[config.mk]
export PLATFORM = sky130hd
export DESIGN_NAME = latch_bank_wr_ctrl_flat
export DESIGN_NICKNAME = d
export VERILOG_FILES = /design/src/rtl/latch_bank_wr_ctrl_pkg.sv /design/src/rtl/latch_bank_wr_ctrl_if.sv /design/src/rtl/latch_bank_wr_ctrl_phase_timer.sv /design/src/rtl/latch_bank_wr_ctrl.sv /design/src/flat_wrapper.sv
export SDC_FILE = /design/constraint.sdc
export NUM_CORES = 1
export LEC_CHECK = 0
export ABC_AREA = 1
export CAP_MARGIN = 10
export CELL_PAD_IN_SITES_DETAIL_PLACEMENT = 1
export CELL_PAD_IN_SITES_GLOBAL_PLACEMENT = 1
export CORE_MARGIN = 1.5
export CORE_UTILIZATION = 30
export DETAILED_ROUTE_END_ITERATION = 16
export GPL_ROUTABILITY_DRIVEN = 0
export GPL_TIMING_DRIVEN = 0
export MAX_ROUTING_LAYER = met4
export PLACE_DENSITY = 0.77
export SLEW_MARGIN = 40
export SYNTH_ARGS = -nofsm -noshare
export SYNTH_HDL_FRONTEND = slang
export SYNTH_SLANG_ARGS = --single-unit
[constraint.sdc]
create_clock -name CP -period 1.8 [get_ports CP]
set_clock_uncertainty 0.2 [all_clocks]
set_input_delay 0.27 -clock CP [delete_from_list [all_inputs] [get_ports CP]]
set_output_delay 0.27 -clock CP [all_outputs]
set_load 0.005 [all_outputs]
[src/rtl/latch_bank_wr_ctrl_pkg.sv]
// Shared types and helpers for the latch-bank write controller.
package latch_wr_pkg;

  typedef enum logic [1:0] {
    IDLE  = 2'd0,
    SETUP = 2'd1,
    PULSE = 2'd2,
    HOLD  = 2'd3
  } state_e;

  localparam int ONEHOT_MAX = 256;

  // Counter must hold max(S,P,H)-1; the +1 keeps a width of at least one bit.
  function automatic int cnt_w(input int s, input int p, input int h);
    int m;
    m = (s > p) ? s : p;
    m = (m > h) ? m : h;
    return $clog2(m) + 1;
  endfunction

  function automatic logic [ONEHOT_MAX-1:0] onehot(input logic [31:0] idx);
    logic [ONEHOT_MAX-1:0] v;
    v = '0;
    if (idx < ONEHOT_MAX) v[idx[7:0]] = 1'b1;
    return v;
  endfunction

endpackage

[src/rtl/latch_bank_wr_ctrl_if.sv]
// Write handshake plus latch-bank drive bus.
interface latch_bank_wr_ctrl_if #(
  parameter int WIDTH = 8,
  parameter int DEPTH = 4,
  parameter int AW    = 2
);
  logic             WR_VALID;
  logic             WR_READY;
  logic [AW-1:0]    WR_ADDR;
  logic [WIDTH-1:0] WR_DATA;
  logic [WIDTH-1:0] LD_D;
  logic [DEPTH-1:0] LD_G;
  logic             BUSY;
  logic             ADDR_ERR;

  modport master (
    output WR_VALID, WR_ADDR, WR_DATA,
    input  WR_READY, LD_D, LD_G, BUSY, ADDR_ERR
  );

  modport slave (
    input  WR_VALID, WR_ADDR, WR_DATA,
    output WR_READY, LD_D, LD_G, BUSY, ADDR_ERR
  );
endinterface

[src/rtl/latch_bank_wr_ctrl_phase_timer.sv]
// Loadable down-counter timing the SETUP/PULSE/HOLD phases.
module phase_timer #(
  parameter int CW = 2
) (
  input  logic          i_clk,
  input  logic          i_rst,
  input  logic          i_load,
  input  logic [CW-1:0] i_val,
  output logic [CW-1:0] o_cnt,
  output logic          o_zero
);
  logic [CW-1:0] r_cnt;

  always_ff @(posedge i_clk or posedge i_rst) begin
    if (i_rst)              r_cnt <= '0;
    else if (i_load)        r_cnt <= i_val;
    else if (r_cnt != '0)   r_cnt <= r_cnt - 1'b1;
  end

  assign o_cnt  = r_cnt;
  assign o_zero = (r_cnt == '0);
endmodule

[src/rtl/latch_bank_wr_ctrl.sv]
// Write controller for a GTECH_LD1 latch bank: registered D bus, one timed
// one-hot gate pulse per write with D-stable setup and hold around it.
module latch_bank_wr_ctrl
  import latch_wr_pkg::*;
#(
  parameter int WIDTH     = 8,
  parameter int DEPTH     = 4,
  parameter int AW        = 2,
  parameter int SETUP_CYC = 1,
  parameter int PULSE_CYC = 1,
  parameter int HOLD_CYC  = 1
) (
  input logic                 CP,
  input logic                 RST,
  latch_bank_wr_ctrl_if.slave wr
);
  localparam int CW = cnt_w(SETUP_CYC, PULSE_CYC, HOLD_CYC);

  localparam logic [1:0] ST_IDLE  = IDLE;
  localparam logic [1:0] ST_SETUP = SETUP;
  localparam logic [1:0] ST_PULSE = PULSE;
  localparam logic [1:0] ST_HOLD  = HOLD;

  if (SETUP_CYC < 1 || PULSE_CYC < 1 || HOLD_CYC < 1) begin : g_bad_timing
    $fatal(1, "latch_bank_wr_ctrl: SETUP_CYC, PULSE_CYC and HOLD_CYC must be >= 1");
  end
  if (DEPTH < 1 || DEPTH > (1 << AW)) begin : g_bad_depth
    $fatal(1, "latch_bank_wr_ctrl: DEPTH must be in 1..2**AW");
  end

  logic [1:0]       r_state;
  logic [AW-1:0]    r_addr;
  logic [WIDTH-1:0] r_ld_d;
  logic [DEPTH-1:0] r_ld_g;
  logic             r_addr_err;

  logic             w_accept;
  logic             w_addr_oob;
  logic             w_load;
  logic [CW-1:0]    w_load_val;
  logic [CW-1:0]    w_cnt;
  logic             w_zero;

  assign w_accept   = (r_state == ST_IDLE) && wr.WR_VALID;
  assign w_addr_oob = {1'b0, wr.WR_ADDR} >= (AW+1)'(DEPTH);

  // Each phase loads N-1 on entry and leaves on the cycle the count hits zero.
  always_comb begin
    w_load     = 1'b0;
    w_load_val = '0;
    case (r_state)
      ST_IDLE:  if (w_accept) begin w_load = 1'b1; w_load_val = CW'(SETUP_CYC - 1); end
      ST_SETUP: if (w_zero)   begin w_load = 1'b1; w_load_val = CW'(PULSE_CYC - 1); end
      ST_PULSE: if (w_zero)   begin w_load = 1'b1; w_load_val = CW'(HOLD_CYC - 1);  end
      default: ;
    endcase
    assert (RST || (w_zero == (w_cnt == '0)));
  end

  phase_timer #(.CW(CW)) u_timer (
    .i_clk  (CP),
    .i_rst  (RST),
    .i_load (w_load),
    .i_val  (w_load_val),
    .o_cnt  (w_cnt),
    .o_zero (w_zero)
  );

  // Gate and data are written in different states, so they never move on the same edge.
  always_ff @(posedge CP or posedge RST) begin
    if (RST) begin
      r_state    <= ST_IDLE;
      r_addr     <= '0;
      r_ld_d     <= '0;
      r_ld_g     <= '0;
      r_addr_err <= 1'b0;
    end else begin
      r_addr_err <= 1'b0;
      case (r_state)
        ST_IDLE: if (w_accept) begin
          r_ld_d     <= wr.WR_DATA;
          r_addr     <= wr.WR_ADDR;
          r_addr_err <= w_addr_oob;
          r_state    <= ST_SETUP;
        end
        ST_SETUP: if (w_zero) begin
          r_ld_g  <= DEPTH'(onehot(32'(r_addr)));
          r_state <= ST_PULSE;
        end
        ST_PULSE: if (w_zero) begin
          r_ld_g  <= '0;
          r_state <= ST_HOLD;
        end
        default: if (w_zero) r_state <= ST_IDLE;
      endcase
    end
  end

  assign wr.LD_D     = r_ld_d;
  assign wr.LD_G     = r_ld_g;
  assign wr.WR_READY = (r_state == ST_IDLE);
  assign wr.BUSY     = (r_state != ST_IDLE);
  assign wr.ADDR_ERR = r_addr_err;
endmodule

[src/flat_wrapper.sv]
// flat-port wrapper written by rule: the top's interface ports become plain ports
module latch_bank_wr_ctrl_flat import latch_wr_pkg::*;
#(
  parameter int WIDTH     = 8,
  parameter int DEPTH     = 4,
  parameter int AW        = 2,
  parameter int SETUP_CYC = 1,
  parameter int PULSE_CYC = 1,
  parameter int HOLD_CYC  = 1
)
  (CP, RST, wr_WR_VALID, wr_WR_ADDR, wr_WR_DATA, wr_WR_READY, wr_LD_D, wr_LD_G, wr_BUSY, wr_ADDR_ERR);
  latch_bank_wr_ctrl_if #(.WIDTH(WIDTH), .DEPTH(DEPTH), .AW(AW)) wr_i ();
  input logic CP;
  input logic RST;
  input wire logic [$bits(wr_i.WR_VALID)-1:0] wr_WR_VALID;
  input wire logic [$bits(wr_i.WR_ADDR)-1:0] wr_WR_ADDR;
  input wire logic [$bits(wr_i.WR_DATA)-1:0] wr_WR_DATA;
  output wire logic [$bits(wr_i.WR_READY)-1:0] wr_WR_READY;
  output wire logic [$bits(wr_i.LD_D)-1:0] wr_LD_D;
  output wire logic [$bits(wr_i.LD_G)-1:0] wr_LD_G;
  output wire logic [$bits(wr_i.BUSY)-1:0] wr_BUSY;
  output wire logic [$bits(wr_i.ADDR_ERR)-1:0] wr_ADDR_ERR;
  assign wr_i.WR_VALID = wr_WR_VALID;
  assign wr_i.WR_ADDR = wr_WR_ADDR;
  assign wr_i.WR_DATA = wr_WR_DATA;
  assign wr_WR_READY = wr_i.WR_READY;
  assign wr_LD_D = wr_i.LD_D;
  assign wr_LD_G = wr_i.LD_G;
  assign wr_BUSY = wr_i.BUSY;
  assign wr_ADDR_ERR = wr_i.ADDR_ERR;
  latch_bank_wr_ctrl #(.WIDTH(WIDTH), .DEPTH(DEPTH), .AW(AW), .SETUP_CYC(SETUP_CYC), .PULSE_CYC(PULSE_CYC), .HOLD_CYC(HOLD_CYC)) u_core (.CP(CP), .RST(RST), .wr(wr_i));
endmodule
==> insert_results.sql <==
INSERT INTO impl_metrics (metric_group, metric, value, unit) VALUES
('placement', 'postPlaceCellArea', '0.001045', 'sq mm'),
('cts', 'ctsLongestPathBuffers', '2', ''),
('detailed_routing', 'final_antenna_net_count', '0', ''),
('sta', 'max-slew-margin-rel', '59.81', '%'),
('pwr', 'switching_pwr', '0.0006660', 'W'),
('cts', 'worstSkewPairLatency', '0.29', 'ns'),
('hold_path', 'hp-class', 'input pin to asynchronous set/reset pin', ''),
('detailed_routing', 'sum_of_routed_wire_length_over_all_layers', '1.765', 'mm'),
('cts', 'cts-hold-fix-buffers', '0', ''),
('pwr', 'combPwrFrac', '52.5', '%'),
('critical_path', 'startpoint_type', 'register', ''),
('pwr', 'p_seq_share', '34.0', '%'),
('pwr', 'vdd_drop_max', '0.0008043', 'V'),
('yosys', 'yosys_warnings', '0', ''),
('yosys', 'synthDistinctLibCells', '12', ''),
('critical_path', 'critPathMaxStageDelay', '0.42', 'ns'),
('final_layout', 'area.growth.synth_to_final', '48.91', '%'),
('sta', 'final-hold-violation-count', '0', ''),
('die', 'die-area', '0.002807', 'sq mm'),
('cts', 'clk_root_buffer_cell', 'sky130_fd_sc_hd__clkbuf_4', ''),
('critical_path', 'timing.critical_path.arrival', '1.29', 'ns'),
('critical_path', 'crit_path_top_delay_cell', 'sky130_fd_sc_hd__dfrtp_1', ''),
('critical_path', 'worstSetupPathType', 'register to output port', ''),
('placement', 'dp_hpwl', '1.289', 'mm'),
('final_layout', 'mostFrequentLayoutCell', 'sky130_fd_sc_hd__nand2_1', ''),
('detailed_routing', 'route.detailed.wl_per_inst', '11.69', 'microns'),
('die', 'initial_core_util', '32.93', '%'),
('sta', 'maxSlewViolCount', '0', ''),
('critical_path', 'critical_path_required', '1.33', 'ns'),
('grt', 'overall_fraction_of_global_route_tracks_in_use', '15.61', '%'),
('yosys', 'synth.top_cell.area_share', '53.42', '%'),
('pwr', 'cellInternalPower', '0.001145', 'W'),
('critical_path', 'timing.critical_path.to_type', 'output port', ''),
('yosys', 'synth.cell_area', '749.5', 'sq um'),
('detailed_routing', 'num_vias', '670', ''),
('pwr', 'pwr-share-clk', '13.5', '%'),
('yosys', 'synth_cells', '90', ''),
('cts', 'htreeDepth', '1', ''),
('job', 'drv.max_cap_violation_count', '0', ''),
('sta', 'final.min_clock_period', '1.756', 'ns'),
('detailed_routing', 'vias_per_cell', '4.437', ''),
('die', 'die_h', '52.98', 'microns'),
('grt', 'globalRouteOverflowTotal', '0', ''),
('grt', 'wire_length_of_the_first_global_routing_pass', '3.049', 'mm'),
('cts', 'clk_pin_slew', '0.10', 'ns'),
('die', 'die_w', '52.98', 'microns'),
('yosys', 'synth_sequential_area_ratio', '53.42', '%'),
('detailed_routing', 'drt_initial_violations', '4', ''),
('yosys', 'syn_avg_cell_area', '8.327', 'sq um'),
('sta', 'setup_viol_count_final', '0', ''),
('die', 'row_count', '17', ''),
('grt', 'first_global_vias', '710', ''),
('placement', 'buffer_ports.inserted', '26', ''),
('critical_path', 'path_max_fanout', '4', ''),
('yosys', 'synth_fp_nets', '107', ''),
('sta', 'fmax', '569.3', 'MHz'),
('pwr', 'total_power', '0.001811', 'W'),
('grt', 'antenna_violations_before_repair', '0', ''),
('critical_path', 'worstPathCellList', 'inv_2 -> ha_4 -> inv_2 -> dlygate4sd2_1', ''),
('die', 'num_io_pins', '28', ''),
('cts', 'clock_tree_from_tritoncts', 'done', ''),
('outcome', 'run_status', 'finished, final reports clean', ''),
('sta', 'worst_slew_pin_slew', '0.6021', 'ns'),
('grt', 'grt_max_degree', '17', ''),
('yosys', 'post_synth_main_area_contributors', 'sky130_fd_sc_hd__dfrtp_1 53%, sky130_fd_sc_hd__nand2_1 21%, sky130_fd_sc_hd__ha_1 6.7%, sky130_fd_sc_hd__nand3_1 6.7%, sky130_fd_sc_hd__inv_1 4.5%', ''),
('yosys', 'synth-seq-cells', '16', ''),
('final_layout', 'fin_nets', '141', ''),
('detailed_routing', 'detail_route.drc_violations', '0', ''),
('final_layout', 'final_cell_mix', '41 x sky130_fd_sc_hd__nand2_1, 24 x sky130_fd_sc_hd__clkdlybuf4s50_1, 16 x sky130_fd_sc_hd__dfrtp_1', ''),
('cts', 'cts_buffers', '3', ''),
('pwr', 'static-leakage-power', '0.5865', 'nW');
timing repair:
item,CTS,global route
endpoints found under the setup margin,2,1
gates cloned,0,0
buffers inserted,2,1
endpoints found under the hold margin,0,0
resized for setup,7,0
cells by family (layout without fill, tap and decap cells):
logic type | count (synthesis) | in the layout | share of synthesized area [%]
adders and majority gates | 4 | 4 | 6.678
buffers and inverters | 13 | 46 | 9.348
DFF | 16 | 16 | 53.42
other | 1 | 1 | 0.5004
and+or+nand+nor | 56 | 56 | 30.05
path summary, 6_finish.rpt:
kind                              startpoint           endpoint  slack, ns  cells past startpoint
setup / recovery           u_core.r_state[0]            wr_BUSY       0.04                      4
hold / removal                           RST  u_core.wr.LD_D[6]       0.14                      2
setup reg to reg           u_core.r_state[0]  u_core.wr.LD_G[1]       0.34                      7
hold reg to reg            u_core.wr.LD_G[3]  u_core.wr.LD_G[3]       0.28                      2
max in group asynchronous                RST  u_core.wr.LD_D[4]       0.87                      2
min in group CP            u_core.wr.LD_G[3]  u_core.wr.LD_G[3]       0.28                      2
cell usage after synthesis:
library cell,number
sky130_fd_sc_hd__nor2_1,4
sky130_fd_sc_hd__buf_6,1
sky130_fd_sc_hd__conb_1,1
sky130_fd_sc_hd__dfrtp_1,16
sky130_fd_sc_hd__ha_1,4
sky130_fd_sc_hd__inv_1,9
sky130_fd_sc_hd__clkbuf_8,1
sky130_fd_sc_hd__nand3_1,10
sky130_fd_sc_hd__inv_2,1
sky130_fd_sc_hd__buf_4,1
sky130_fd_sc_hd__nand2_1,41
sky130_fd_sc_hd__nand2_2,1
stage by stage:
stage	instances	TNS, ns	util (%)	setup slack (ns)
after floorplan	90	0	-	0.5081
after global placement	144	0	45.90	0.07452
after detailed placement	144	0	45.90	0.03372
after CTS	150	0	48.71	0.05157
after global routing	151	-0.02354	49.04	-0.02354
final	151	0	49.04	0.04351
critical path: cells and delay by family (launching register included):
family	cells	cell delay [ns]
fa+ha+maj	1	0.18
buf+inv	3	0.40
flops	1	0.42
routing by layer:
metal | GRT usage [%] | part of all wire, %
met4 | 8.974 | 1.1
met1 | 17.84 | 41
met2 | 25.62 | 54
met3 | 2.825 | 4.1
met5 | - | 0
registers in the layout (all words and copies together), names as in the netlist:
| register | cells |
|---|---|
| u_core.r_addr | 2 |
| u_core.r_state | 2 |
| u_core.wr.LD_D | 8 |
| u_core.wr.LD_G | 4 |
layout make-up:
type / count / area, sq um
Fill cell: 282 / 1160
Tap cell: 28 / 35.03
Timing Repair Buffer: 29 / 280.3
Inverter: 10 / 37.54
Multi-Input combinational cell: 61 / 294.0
Clock buffer: 4 / 36.28
Buffer: 3 / 32.53
Sequential cell: 16 / 400.4
power by group through the flow:
stage | clock (W) | combinational, W | sequential [W]
after global placement | 0 | 0.000834 | 0.000620
after detailed placement | 0 | 0.000870 | 0.000624
after CTS | 0.000258 | 0.000944 | 0.000617
after global routing | 0.000267 | 0.00110 | 0.000640
after floorplan | 0 | 0.000449 | 0.000623
final | 0.000245 | 0.000951 | 0.000615
Power figures use the tool's default switching activity.
